--- config.mk ---
export PLATFORM = sky130hd
export DESIGN_NAME = mem_arbiter
export DESIGN_NICKNAME = d
export VERILOG_FILES = /design/src/rtl/mem_arbiter_pkg.sv /design/src/rtl/mem_arbiter.sv
export SDC_FILE = /design/constraint.sdc
export NUM_CORES = 1
export LEC_CHECK = 0
export CAP_MARGIN = 10
export CORE_ASPECT_RATIO = 1.1
export CORE_UTILIZATION = 60
export CTS_CLUSTER_DIAMETER = 30
export DETAILED_ROUTE_END_ITERATION = 10
export DONT_BUFFER_PORTS = 1
export GPL_TIMING_DRIVEN = 0
export PLACE_DENSITY = 0.76
export SYNTH_ARGS = -nofsm -noshare
export SYNTH_HDL_FRONTEND = slang
export SYNTH_SLANG_ARGS = --single-unit
--- constraint.sdc ---
create_clock -name clk -period 3.2 [get_ports clk]
set_input_delay 0.32 -clock clk [delete_from_list [all_inputs] [get_ports clk]]
set_output_delay 0.32 -clock clk [all_outputs]
set_load 0.005 [all_outputs]
--- src/rtl/mem_arbiter_pkg.sv ---
// Shared encodings for the byte-wide memory port arbiter.
package mem_arbiter_pkg;

  localparam logic [2:0] ST_IDLE   = 3'd0;
  localparam logic [2:0] ST_COOL   = 3'd1;
  localparam logic [2:0] ST_READ   = 3'd2;
  localparam logic [2:0] ST_WRITE  = 3'd3;
  localparam logic [2:0] ST_IOWAIT = 3'd4;

  localparam logic True    = 1'b1;
  localparam logic False   = 1'b0;
  localparam logic Enable  = 1'b1;
  localparam logic Disable = 1'b0;

  localparam logic [1:0] IO_ADDR_HI = 2'b11;

  localparam logic [2:0] LEN_1 = 3'd1;
  localparam logic [2:0] LEN_2 = 3'd2;
  localparam logic [2:0] LEN_4 = 3'd4;

  localparam logic OWN_IC = 1'b0;
  localparam logic OWN_LS = 1'b1;

  // Unsupported length codes fall back to a full word so every transfer terminates.
  function automatic logic [2:0] norm_len(input logic [2:0] len);
    case (len)
      LEN_1:   return LEN_1;
      LEN_2:   return LEN_2;
      default: return LEN_4;
    endcase
  endfunction

endpackage

--- src/rtl/mem_arbiter.sv ---
// Owns the byte-wide RAM/IO port: serialises ICache fetches and LSB loads/stores
// into byte accesses and returns assembled words with a one-cycle success pulse.
module mem_arbiter #(
  parameter int unsigned ADDR_W     = 32,
  parameter int unsigned DATA_W     = 32,
  parameter logic [1:0]  IO_ADDR_HI = mem_arbiter_pkg::IO_ADDR_HI
) (
  input  logic              clk,
  input  logic              rst,
  input  logic              rdy,
  input  logic              clear,
  input  logic              IC_S,
  input  logic [ADDR_W-1:0] IC_pc,
  output logic              IC_success,
  output logic [DATA_W-1:0] IC_Inst,
  input  logic              LS_S,
  input  logic              LS_wr,
  input  logic [2:0]        LS_len,
  input  logic [ADDR_W-1:0] LS_addr,
  input  logic [DATA_W-1:0] LS_data,
  output logic              LS_success,
  output logic [DATA_W-1:0] LS_result,
  input  logic [7:0]        mem_din,
  output logic [7:0]        mem_dout,
  output logic [ADDR_W-1:0] mem_a,
  output logic              mem_wr,
  input  logic              io_buffer_full
);
  import mem_arbiter_pkg::*;

  logic [2:0]        r_state, w_state;
  logic [2:0]        r_cnt, w_cnt;
  logic [2:0]        r_len, w_len;
  logic              r_owner, w_owner;
  logic [ADDR_W-1:0] r_addr, w_addr;
  logic [DATA_W-1:0] r_data, w_data;
  logic [3:0][7:0]   r_bytes, w_bytes;
  logic [ADDR_W-1:0] r_mem_a, w_mem_a;
  logic [7:0]        r_mem_dout, w_mem_dout;
  logic              r_mem_wr, w_mem_wr;
  logic              r_ic_success, w_ic_success;
  logic              r_ls_success, w_ls_success;
  logic [DATA_W-1:0] r_ic_inst, w_ic_inst;
  logic [DATA_W-1:0] r_ls_result, w_ls_result;
  logic [2:0]        w_cnt_inc;
  logic [31:0]       w_assembled;
  logic              w_ls_io;

  assign w_cnt_inc = r_cnt + 3'd1;
  assign w_ls_io   = (LS_addr[17:16] == IO_ADDR_HI);

  // Bytes already captured, the byte arriving now, and zeros above the transfer length.
  always_comb begin
    w_assembled = '0;
    for (int i = 0; i < 4; i++) begin
      if (3'(i) == r_cnt) begin
        w_assembled[8*i +: 8] = mem_din;
      end else if (3'(i) < r_cnt) begin
        w_assembled[8*i +: 8] = r_bytes[i];
      end
    end
  end

  always_comb begin
    w_state      = r_state;
    w_cnt        = r_cnt;
    w_len        = r_len;
    w_owner      = r_owner;
    w_addr       = r_addr;
    w_data       = r_data;
    w_bytes      = r_bytes;
    w_mem_a      = r_mem_a;
    w_mem_dout   = r_mem_dout;
    w_mem_wr     = Disable;
    w_ic_success = False;
    w_ls_success = False;
    w_ic_inst    = r_ic_inst;
    w_ls_result  = r_ls_result;

    case (r_state)
      ST_IDLE: begin
        if (!clear) begin
          if (LS_S) begin
            w_owner = OWN_LS;
            w_addr  = LS_addr;
            w_len   = norm_len(LS_len);
            w_data  = LS_data;
            if (LS_wr && w_ls_io) begin
              w_state = ST_IOWAIT;
            end else if (LS_wr) begin
              w_mem_a    = LS_addr;
              w_mem_dout = LS_data[7:0];
              w_mem_wr   = Enable;
              w_cnt      = 3'd1;
              w_state    = ST_WRITE;
            end else begin
              w_mem_a = LS_addr;
              w_cnt   = 3'd0;
              w_state = ST_READ;
            end
          end else if (IC_S) begin
            w_owner = OWN_IC;
            w_addr  = IC_pc;
            w_len   = LEN_4;
            w_mem_a = IC_pc;
            w_cnt   = 3'd0;
            w_state = ST_READ;
          end
        end
      end

      ST_READ: begin
        if (clear) begin
          w_state = ST_IDLE;
        end else begin
          w_bytes[r_cnt[1:0]] = mem_din;
          if (w_cnt_inc < r_len) begin
            w_mem_a = r_addr + ADDR_W'(w_cnt_inc);
            w_cnt   = w_cnt_inc;
          end else begin
            w_state = ST_COOL;
            if (r_owner == OWN_IC) begin
              w_ic_success = True;
              w_ic_inst    = DATA_W'(w_assembled);
            end else begin
              w_ls_success = True;
              w_ls_result  = DATA_W'(w_assembled);
            end
          end
        end
      end

      // Stores are committed: clear has no effect here or in ST_IOWAIT.
      ST_WRITE: begin
        if (r_cnt < r_len) begin
          w_mem_a    = r_addr + ADDR_W'(r_cnt);
          w_mem_dout = r_data[{r_cnt[1:0], 3'b000} +: 8];
          w_mem_wr   = Enable;
          w_cnt      = w_cnt_inc;
        end else begin
          w_ls_success = True;
          w_state      = ST_COOL;
        end
      end

      ST_IOWAIT: begin
        if (!io_buffer_full) begin
          w_mem_a    = r_addr;
          w_mem_dout = r_data[7:0];
          w_mem_wr   = Enable;
          w_cnt      = 3'd1;
          w_state    = ST_WRITE;
        end
      end

      // Requesters still hold their level while sampling success, so no grant here.
      ST_COOL: w_state = ST_IDLE;

      default: w_state = ST_IDLE;
    endcase
  end

  always_ff @(posedge clk) begin
    if (rst) begin
      r_state      <= ST_IDLE;
      r_cnt        <= '0;
      r_len        <= '0;
      r_owner      <= OWN_IC;
      r_addr       <= '0;
      r_data       <= '0;
      r_bytes      <= '0;
      r_mem_a      <= '0;
      r_mem_dout   <= '0;
      r_mem_wr     <= Disable;
      r_ic_success <= False;
      r_ls_success <= False;
      r_ic_inst    <= '0;
      r_ls_result  <= '0;
    end else if (rdy) begin
      r_state      <= w_state;
      r_cnt        <= w_cnt;
      r_len        <= w_len;
      r_owner      <= w_owner;
      r_addr       <= w_addr;
      r_data       <= w_data;
      r_bytes      <= w_bytes;
      r_mem_a      <= w_mem_a;
      r_mem_dout   <= w_mem_dout;
      r_mem_wr     <= w_mem_wr;
      r_ic_success <= w_ic_success;
      r_ls_success <= w_ls_success;
      r_ic_inst    <= w_ic_inst;
      r_ls_result  <= w_ls_result;
    end
  end

  assign mem_a      = r_mem_a;
  assign mem_dout   = r_mem_dout;
  assign mem_wr     = r_mem_wr & rdy;
  assign IC_success = r_ic_success & rdy;
  assign LS_success = r_ls_success & rdy;
  assign IC_Inst    = r_ic_inst;
  assign LS_result  = r_ls_result;

endmodule

==> metrics.md, run 1 <==
| Metric | Value |
|---|---|
| Wire per inst | `22.21 um` |
| Post-DP HPWL | `23.69 mm` |
| Vias/cell | `6.607` |
| Via count | `10420` |
| Layout cells sized above 1 | `12.58%` |
| Clock transition at path regs | `50 ps` |
| Synthesized area | `10380 um^2` |
| Post-synth EDFFs | `0` |
| Post-synth ARST share | `0%` |
| Max IR drop VDD | `0.0007393 V` |
| Die Span X | `127.4 um` |
| Post-route ant nets | `0` |
| Place WS | `-498.4 ps` |
| Leak | `4.363 nW` |
| Total power | `7.669 mW` |
| Final setup vio count | `0` |
| Final nets | `1443` |
| Final Max Tran Viols | `0` |
| Port-buffer cells | `0` |
| Final hold slack | `11.75 ps` |
| # diodes | `0` |
| Core ar. | `16950 um^2` |
| Fill cell count | `1324` |
| Post-route minimum period | `3085 ps` |
| Syn_area_per_cell | `8.446 um^2` |
| Critical path arrival | `3440 ps` |
| Final wirelength | `35.03 mm` |
| Worst setup EP type | `flop` |
| # clock sinks | `213` |
| Syn. warnings | `0` |
| Period Utilization, post-route | `96.40%` |
| First-pass GRT wire length | `53.39 mm` |
| Max H-tree Level | `2` |
| RSZ-0062 raised after global routing | `false` |
| Max_slew headroom | `47.55%` |
| Drt pass-1 iters | `7` |
| Final GP Congestion | `0.9482` |
| Final setup TNS | `0 ps` |
| Final core occ | `73.28%` |
| Status | `completed` |
| Worst-path fanout max | `10` |
| Die H | `140.0 um` |
| Total of max-cap violations | `0` |
| PD cells | `617.2 nW/um^2` |
| Sequential share of the synthesized area | `41.08%` |
| Commonest non-fill, non-tap cell in the layout | `dfxtp_1` |
| Number of synthesized register bits | `213` |
| DRC viols | `0` |
| Initial antenna violation count | `0` |
| 1st-iter DRT viols | `1136` |
| Ys flop type | `dfxtp_1` |
| Clock skew | `11.37 ps` |
| Later-pin clock latency in the skew report | `510 ps` |
| CTS Root Cell | `clkbuf_16` |
| Worst slew pin tran | `786.8 ps` |
| Unique masters post-synth | `76` |
| CTS tree | `built` |
| Clk buf depth | `3` |
| Vias in the first global route | `9797` |
| CP required | `3550 ps` |
| Pin count of the biggest net entering global routing | `12` |
| Hold Vio Cnt, Final | `0` |
| Starting density of the core | `61.23%` |
| DIE AREA | `17830 um^2` |
| Final worst slack | `115.3 ps` |
| Grt total ovfl | `0` |
| Total CTS buffers | `38` |
| CP Class | `flop to flop` |
| IO Pins | `222` |
| Mapped Nets | `1356` |
| CP Launch Type | `flop` |
| Hold Path Class | `input pin to flop` |
| Maximum clock rate | `324.2 MHz` |
| Area growth from synthesis to layout | `19.70%` |
| Rows | `50` |
| Most frequent cells in the layout | `dfxtp_1 (210), a21oi_1 (154), nor2_1 (140)` |
| Total GRT Usage | `38.26%` |
| Cells after Synth | `1229` |
-- what timing repair did --
action | in CTS | in global routing
hold endpoints to repair | 65 | 0
resized for setup | 18 | 9
pin swaps | 3 | 4
setup buffers | 2 | 4
hold buffers | 41 | 0
endpoints found under the setup margin | 66 | 42
-- logic make-up (layout without fill, tap and decap cells) --
| kind of cell | count (synthesis) | count (layout) | synth area share [%] |
|---|---|---|---|
| compound gates | 412 | 412 | 26.54 |
| xor+xnor | 7 | 7 | 0.5907 |
| buf+inv | 119 | 233 | 5.533 |
| fa+ha+maj | 12 | 12 | 1.519 |
| flops | 213 | 213 | 41.08 |
| simple gates | 419 | 419 | 19.21 |
| mux | 47 | 47 | 5.521 |
-- power breakdown --
group | internal (mW) | total [mW] | switching, mW | leakage (nW)
sequential | 2.79 | 2.91 | 0.126 | 1.73
combinational | 0.322 | 0.869 | 0.548 | 2.03
clock | 2.52 | 3.89 | 1.37 | 0.607
total | 5.62 | 7.67 | 2.04 | 4.36
-- metal layers --
| metal | vias up | GRT usage (%) | wire length [um] |
|---|---|---|---|
| met4 | 0 | 21.37 | 1820 |
| li1 | 4728 | - | - |
| met5 | - | 0 | 0 |
| met2 | 653 | 62.35 | 16330 |
| met3 | 145 | 9.969 | 3724 |
| met1 | 4894 | 45.78 | 13150 |
-- worst paths after layout --
kind | start | cells past startpoint | slack [ps] | to
hold / removal | LS_len[2] | 2 | 10 | r_len[0]
setup reg to reg | r_cnt[0] | 10 | 120 | mem_a[11]
hold reg to reg | r_data[31] | 2 | 450 | r_data[31]
setup / recovery | r_cnt[0] | 10 | 120 | mem_a[11]
-- worst max-delay path: stages, from the launching register on --
cell and delay [ps]:
dfxtp_2 420, buf_4 210, inv_1 120, ha_1 370, ha_1 300, nand2_1 60
o211ai_1 480, nand3_2 380, clkbuf_2 290, a21oi_1 210, a311oi_1 80
-- synthesized netlist by cell type (4+ instances only) --
| cell | instances | area, um^2 |
|---|---|---|
| buf_4 | 5 | 37.54 |
| nor2b_1 | 6 | 37.54 |
| o32a_1 | 4 | 40.04 |
| buf_1 | 8 | 30.03 |
| nand3_1 | 40 | 200.2 |
| a21o_1 | 4 | 30.03 |
| nand2_1 | 138 | 518.0 |
| a311oi_1 | 29 | 254.0 |
| xor2_1 | 4 | 35.03 |
| a221oi_1 | 14 | 122.6 |
| inv_1 | 6 | 22.52 |
| nor3_1 | 11 | 55.05 |
| a21oi_1 | 155 | 775.7 |
| and3_1 | 18 | 112.6 |
| clkbuf_1 | 59 | 221.5 |
| nor2_1 | 141 | 529.3 |
| a211oi_1 | 109 | 818.3 |
| ha_1 | 11 | 137.6 |
| buf_6 | 6 | 67.56 |
| mux4_2 | 8 | 180.2 |
| and2_1 | 7 | 43.79 |
| a31oi_1 | 6 | 37.54 |
| dfxtp_1 | 213 | 4264 |
| nand4_1 | 11 | 68.82 |
| mux2i_1 | 37 | 370.4 |
| a22oi_1 | 17 | 127.6 |
| o21a_1 | 5 | 37.54 |
| o21ai_0 | 31 | 155.2 |
| buf_2 | 30 | 150.1 |
| nor3b_1 | 8 | 60.06 |
| nor4_1 | 7 | 43.79 |
| o211ai_1 | 4 | 30.03 |
| or3_1 | 4 | 25.02 |
-- registers in the layout, summed over array words and instances (netlist names), 8 cells and up --
| signal | count |
|---|---|
| IC_Inst | 32 |
| LS_result | 32 |
| mem_a | 32 |
| r_addr | 32 |
| r_bytes | 32 |
| r_data | 32 |
| mem_dout | 8 |
-- metrics by stage --
stage | area (um^2) | std cells
final | 12420 | 1577
after global routing | 12420 | 1577
after CTS | 12390 | 1573
after detailed placement | 10670 | 1463
after global placement | 10670 | 1463
after floorplan | 10380 | 1229
-- layout make-up --
| cell class | instances | area, um^2 | share of cell area (%) |
|---|---|---|---|
| Buffer | 112 | 570.5 | 4.592 |
| Clock buffer | 47 | 1066 | 8.580 |
| Clock inverter | 20 | 173.9 | 1.400 |
| Inverter | 7 | 26.28 | 0.2115 |
| Multi-Input combinational cell | 897 | 5572 | 44.84 |
| Sequential cell | 213 | 4268 | 34.35 |
| Tap cell | 234 | 292.8 | 2.357 |
| Timing Repair Buffer | 47 | 455.4 | 3.666 |
No activity file was read; power rests on OpenSTA's default activity.
==> inputs of run 2 (changes only) <==
==> constraint.sdc (replaced) <==
create_clock -name clk -period 3.2 [get_ports clk]
set_input_delay 0.64 -clock clk [delete_from_list [all_inputs] [get_ports clk]]
set_output_delay 0.64 -clock clk [all_outputs]
set_load 0.005 [all_outputs]
==> metrics.md, run 2 (same netlist as run 1, synthesis figures left out) <==
| Metric | Value |
|---|---|
| Post-layout instance area | `12010 um^2 (-3.4%)` |
| Period Utilization, post-route | `95.92% (-0.48 points)` |
| Clk buf depth | `3 (unchanged)` |
| Via count | `10131 (-2.8%)` |
| Port-buffer cells | `0 (unchanged)` |
| 1st-iter DRT viols | `1020 (-10%)` |
| Max H-tree Level | `2 (unchanged)` |
| CP required | `3610 ps (+60 ps)` |
| Later-pin clock latency in the skew report | `510 ps (about the same)` |
| Final GP Congestion | `0.9482 (unchanged)` |
| Worst setup EP type | `flop` |
| Die H | `140.0 um (unchanged)` |
| Post-route ant nets | `0 (unchanged)` |
| CP Class | `flop to flop` |
| Rows | `50 (unchanged)` |
| CTS tree | `built` |
| Crit path launch | `r_cnt[1]` |
| Total GRT Usage | `36.88% (-1.4 points)` |
| Worst slew pin tran | `763.1 ps (-23.73 ps)` |
| Final Max Tran Viols | `0 (unchanged)` |
| Initial antenna violation count | `0 (unchanged)` |
| Max_slew headroom | `48.48% (+0.94 points)` |
| Hold Vio Cnt, Final | `0 (unchanged)` |
| Drt pass-1 iters | `8 (+1)` |
| Final wirelength | `33.80 mm (-3.5%)` |
| Hold Path Class | `input pin to flop` |
| # diodes | `0 (unchanged)` |
| Vias in the first global route | `9551 (-2.5%)` |
| Clock skew | `10.79 ps (-0.5793 ps)` |
| Die Span X | `127.4 um (unchanged)` |
| Post-route minimum period | `3069 ps (-15.36 ps)` |
| Grt total ovfl | `0 (unchanged)` |
| Wire per inst | `22.02 um (-0.87%)` |
| Worst r2r src | `r_cnt[1]` |
| Pin count of the biggest net entering global routing | `12 (unchanged)` |
| Area growth from synthesis to layout | `15.67%` |
| Crit path capture | `mem_a[15]` |
| RSZ-0062 raised after global routing | `false` |
| CTS Root Cell | `clkbuf_16` |
| Place WS | `-498.4 ps (unchanged)` |
| First-pass GRT wire length | `51.60 mm (-3.3%)` |
| Final hold slack | `268.4 ps (+256.7 ps)` |
| Critical path arrival | `3470 ps (+30 ps)` |
| # clock sinks | `213 (unchanged)` |
| Core ar. | `16950 um^2 (unchanged)` |
| Commonest non-fill, non-tap cell in the layout | `dfxtp_1` |
| Reg-to-reg endpoint | `mem_a[15]` |
| Max IR drop VDD | `0.0007440 V (+0.64%)` |
| Layout Cells excl Fill | `1535 (-2.7%)` |
| Reg2Reg Setup Slack | `130 ps (+20 ps)` |
| Final core occ | `70.82% (-2.5 points)` |
| Final worst slack | `130.6 ps (+15.36 ps)` |
| Maximum clock rate | `325.8 MHz (+0.50%)` |
| DP Area | `10670 um^2 (unchanged)` |
| Total power | `7.604 mW (-0.84%)` |
| Clock transition at path regs | `50 ps (about the same)` |
| PD cells | `633.4 nW/um^2 (+2.6%)` |
| Status | `completed` |
| IO Pins | `222 (unchanged)` |
| Worst-path fanout max | `10 (unchanged)` |
| Hold bufs inserted after CTS | `0 (-100%)` |
| Total of max-cap violations | `0 (unchanged)` |
| R2r worst-path depth | `11 (+1)` |
| DIE AREA | `17830 um^2 (unchanged)` |
| Starting density of the core | `61.23% (unchanged)` |
| Final setup TNS | `0 ps (unchanged)` |
| DRC viols | `0 (unchanged)` |
| CP Launch Type | `flop` |
| Vias/cell | `6.600 (-0.11%)` |
| Worst hold start | `LS_data[1]` |
| Leak | `4.186 nW (-4.0%)` |
| Layout cells sized above 1 | `12.91% (+0.33 points)` |
| Total CTS buffers | `38 (unchanged)` |
| Placed insts | `1463 (unchanged)` |
| Final nets | `1401 (-2.9%)` |
| Most frequent cells in the layout | `dfxtp_1 (210), a21oi_1 (154), nor2_1 (140)` |
| Final setup vio count | `0 (unchanged)` |
| Post-DP HPWL | `23.69 mm (unchanged)` |
## run 2: cell count changes in the layout (fill, tap and decap cells not counted), sizes merged
cell / before / now
buf: 57 / 56
dlygate4sd3: 41 / 0
## run 2: power by group
part	switching [mW]	total [mW]	internal, mW
clock network	1.36	3.88	2.52
logic	0.526	0.814	0.288
registers	0.126	2.91	2.79
## run 2: repair_timing
item / 4_1_cts / 5_1_grt
pin swaps: 3 / 4
hold endpoints to repair: 0 / 0
setup buffers: 2 / 3
resized for setup: 18 / 9
setup endpoints to repair: 66 / 42
## run 2: worst min path at each step
stage | cells past startpoint | end
2_1_floorplan | 2 | r_len[1]
3_3_place_gp | 2 | r_data[23]
3_5_place_dp | 2 | r_bytes[7]
4_1_cts | 2 | r_data[1]
5_1_grt | 2 | r_data[15]
6_report | 2 | r_data[1]
## run 2: cell type report
cell class | count | area, um^2
multi-input cells | 897 | 5572
flip-flops and latches | 213 | 4268
repair buffers | 5 | 37.54
inverters | 7 | 26.28
plain buffers | 112 | 570.5
fillers | 1384 | 4947
clock buffers | 47 | 1066
well taps | 234 | 292.8
clock inverters | 20 | 173.9
## run 2: per-layer routing
layer | share of wire (%) | vias to the layer above | wire (um) | global-route usage [%]
met3 | 10 | 135 | 3490 | 9.931
met4 | 5.1 | 0 | 1729 | 20.36
li1 | - | 4641 | - | -
met1 | 38 | 4761 | 12970 | 44.79
met2 | 46 | 594 | 15610 | 59.22
met5 | 0 | - | 0 | 0
## run 2: worst max-delay path, stage by stage (launching register included)
cell and delay (ps):
dfxtp_2 460, clkbuf_8 230, inv_1 80, ha_1 350
nand2_1 60, o21ai_1 180, ha_1 330, a211oi_2 430
nor2_1 190, a21boi_0 210, o21ai_0 110, a311oi_1 330
==> inputs of run 3 (changes only) <==
--- a/config.mk
+++ b/config.mk
@@ -5,6 +5,7 @@
 export SDC_FILE = /design/constraint.sdc
 export NUM_CORES = 1
 export LEC_CHECK = 0
+export ABC_AREA = 1
 export CAP_MARGIN = 10
 export CORE_ASPECT_RATIO = 1.1
 export CORE_UTILIZATION = 60
==> metrics.md, run 3 <==
| Metric | Value |
|---|---|
| Count leader, synth | `nand2_1` |
| Final nets | `1854 (+32%)` |
| IO Pins | `222 (unchanged)` |
| Initial antenna violation count | `0 (unchanged)` |
| Worst hold start | `LS_data[15]` |
| # diodes | `0 (unchanged)` |
| RSZ-0062 raised after global routing | `false` |
| Layout cells sized above 1 | `7.118% (-5.8 points)` |
| Vias in the first global route | `11144 (+17%)` |
| CTS tree | `built` |
| Placed insts | `1922 (+31%)` |
| Unique masters post-synth | `36 (-53%)` |
| Crit path largest cell delay | `400 ps (-60 ps)` |
| Drt pass-1 iters | `6 (-2)` |
| Number of synthesized register bits | `213 (unchanged)` |
| CP Launch Type | `flop` |
| Syn_area_per_cell | `6.346 um^2 (-25%)` |
| Synthesized area | `10710 um^2 (+3.2%)` |
| Clock skew | `15.62 ps (+4.829 ps)` |
| Via count | `11473 (+13%)` |
| Share of the synthesized area in the top cell type | `39.80% (-1.3 points)` |
| Fill cell count | `1524 (+10%)` |
| Vias/cell | `5.765 (-13%)` |
| Total of max-cap violations | `0 (unchanged)` |
| Buf+Inv Stages, Crit Path | `4 (+2)` |
| Post-layout instance area | `12360 um^2 (+2.9%)` |
| Final GP Congestion | `0.9570 (+0.93%)` |
| CP dominant cell by count | `nor2_1` |
| Leak | `5.362 nW (+28%)` |
| Hold Path Class | `input pin to flop` |
| Worst-path fanout max | `10 (unchanged)` |
| Slowest cell on crit path | `dfxtp_1` |
| Most frequent cells in the layout | `nand2_1 (386), nor2_1 (354), dfxtp_1 (212)` |
| Mapped Nets | `1815 (+34%)` |
| CP required | `3600 ps (about the same)` |
| CP Cell Sequence | `clkbuf_2 > inv_1 > ha_1 > inv_1 > o21ai_1 > ha_1 > nand3_1 > inv_1 > nor2_1 > nor2_1 > nand2_1 > nand2_1 > nand2_1 > nor2_1 > nor2_1 > nor2_1` |
| Crit path launch | `r_cnt[1]` |
| Clock transition at path regs | `50 ps (about the same)` |
| Clock power share | `48.3% (-2.7 points)` |
| Post-CTS Setup Bufs | `0 (-2)` |
| Final core occ | `71.57% (+0.75 points)` |
| Max_slew headroom | `37.43% (-11 points)` |
| Final wirelength | `35.65 mm (+5.5%)` |
| CP Class | `flop to flop` |
| Post-route ant nets | `0 (unchanged)` |
| Final worst slack | `159.4 ps (+28.79 ps)` |
| Syn. warnings | `0 (unchanged)` |
| Wire per inst | `17.91 um (-19%)` |
| Worst r2r src | `r_cnt[1]` |
| Hold Vio Cnt, Final | `0 (unchanged)` |
| Grt total ovfl | `0 (unchanged)` |
| Critical path arrival | `3440 ps (-30 ps)` |
| Cells after Synth | `1688 (+37%)` |
| CTS Root Cell | `clkbuf_16` |
| Sequential share of the synthesized area | `39.80% (-1.3 points)` |
| Commonest non-fill, non-tap cell in the layout | `nand2_1` |
| Final setup TNS | `0 ps (unchanged)` |
| Sequential power share | `35.2% (-3.1 points)` |
| First-pass GRT wire length | `55.49 mm (+7.5%)` |
| Maximum clock rate | `328.9 MHz (+0.95%)` |
| Status | `completed` |
| DP Area | `11010 um^2 (+3.1%)` |
| Die H | `142.1 um (+1.6%)` |
| Max H-tree Level | `2 (unchanged)` |
| Post-DP HPWL | `26.15 mm (+10%)` |
| Place WS | `-180.2 ps (+318.2 ps)` |
| Synth cell count leaders | `nand2_1 (387), nor2_1 (358), dfxtp_1 (213)` |
| Clk buf depth | `3 (unchanged)` |
| 1st-iter DRT viols | `1064 (+4.3%)` |
| Hold bufs inserted after CTS | `0 (unchanged)` |
| Area growth from synthesis to layout | `15.36%` |
| Pin count of the biggest net entering global routing | `13 (+1)` |
| Final setup vio count | `0 (unchanged)` |
| Later-pin clock latency in the skew report | `520 ps (about the same)` |
| Power share of the combinational group | `16.5% (+5.8 points)` |
| # clock sinks | `213 (unchanged)` |
| Worst setup EP type | `flop` |
| Worst slew pin tran | `938.6 ps (+175.5 ps)` |
| DIE AREA | `18390 um^2 (+3.2%)` |
| Post-route minimum period | `3041 ps (-28.80 ps)` |
| Die Span X | `129.4 um (+1.6%)` |
| PD cells | `691.1 nW/um^2 (+9.1%)` |
| Ys flop type | `dfxtp_1` |
| Final Max Tran Viols | `0 (unchanged)` |
| Post-synth ARST share | `0% (unchanged)` |
| Rows | `50 (unchanged)` |
| Total GRT Usage | `38.85% (+2.0 points)` |
| Max IR drop VDD | `0.0008017 V (+7.7%)` |
| Starting density of the core | `62.04% (+0.82 points)` |
| Total CTS buffers | `37 (-2.6%)` |
| Switching pwr | `2.573 mW (+28%)` |
| Port-buffer cells | `0 (unchanged)` |
| Top delay family on crit path | `simple AND/OR/NAND/NOR gates` |
| Top cells by area, synth | `dfxtp_1 (40%), nand2_1 (14%), nor2_1 (13%)` |
| Synth area leader | `dfxtp_1` |
| DRC viols | `0 (unchanged)` |
| Post-synth EDFFs | `0 (unchanged)` |
| Int Power | `5.967 mW (+6.7%)` |
| Core ar. | `17270 um^2 (+1.8%)` |
| Period Utilization, post-route | `95.02% (-0.90 points)` |
| Layout Cells excl Fill | `1990 (+30%)` |
| Sw Share | `30.13% (+3.7 points)` |
-- run 3: cell types whose count changed in the layout (fill, tap and decap cells not counted), moves of 26 or more --
cell / change
a211oi_1: -102
a21oi_1: -63
mux2i_1: -33
nand3_1: +51
o21ai_0: +159
nor2_1: +214
a311oi_1: -29
nand2_1: +248
o21ai_1: +26
inv_1: +136
-- run 3: final cells by class --
cell class	count	area (um^2)	share of cell area (%)
clock buffer	45	1028	8.322
buffer	86	366.6	2.966
tap	234	292.8	2.369
inverter	149	559.3	4.526
clock inverter	23	289.0	2.339
multi-input combinational	1240	5557	44.96
sequential	213	4265	34.51
-- run 3: worst paths after layout --
path,end,slack [ps],cells past startpoint
worst max-delay path,mem_a[23],160,16
worst min-delay path,r_data[15],280,2
worst max register to register,mem_a[23],160,16
worst min register to register,r_bytes[30],450,2
-- run 3: kinds of logic after synthesis --
group	Yosys count	share of synthesized area [%]
buf+inv	235	8.596
compound gates	338	16.39
xor+xnor	2	0.1635
simple gates	884	33.20
mux	4	0.3738
flops	213	39.80
fa+ha+maj	12	1.472
-- run 3: stage by stage --
stage	total power, mW	hold slack [ps]
2_1_floorplan	4.006	429.7
3_5_place_dp	4.411	444.6
6_report	8.540	276.0
4_1_cts	8.508	275.1
5_1_grt	8.856	282.0
3_3_place_gp	4.383	439.5
-- run 3: power by group through the flow --
stage | clock network (mW) | registers, mW | logic [mW]
after floorplan | 0 | 3.01 | 0.995
after CTS | 4.13 | 3.01 | 1.37
after global routing | 4.25 | 3.03 | 1.57
after detailed placement | 0 | 3.06 | 1.35
after global placement | 0 | 3.05 | 1.33
final | 4.12 | 3.01 | 1.41
-- run 3: per-layer routing --
| metal | up-vias | track usage [%] | share of wire [%] |
|---|---|---|---|
| met5 | - | 0 | 0 |
| met4 | 0 | 23.34 | 5.9 |
| met3 | 148 | 8.083 | 8.9 |
| met2 | 605 | 66.10 | 47 |
| met1 | 5223 | 44.67 | 38 |
| li1 | 5497 | - | - |
-- run 3: repair_timing --
item	4_1_cts	5_1_grt
setup endpoints to repair	34	63
pin swaps	0	0
resized for setup	5	9
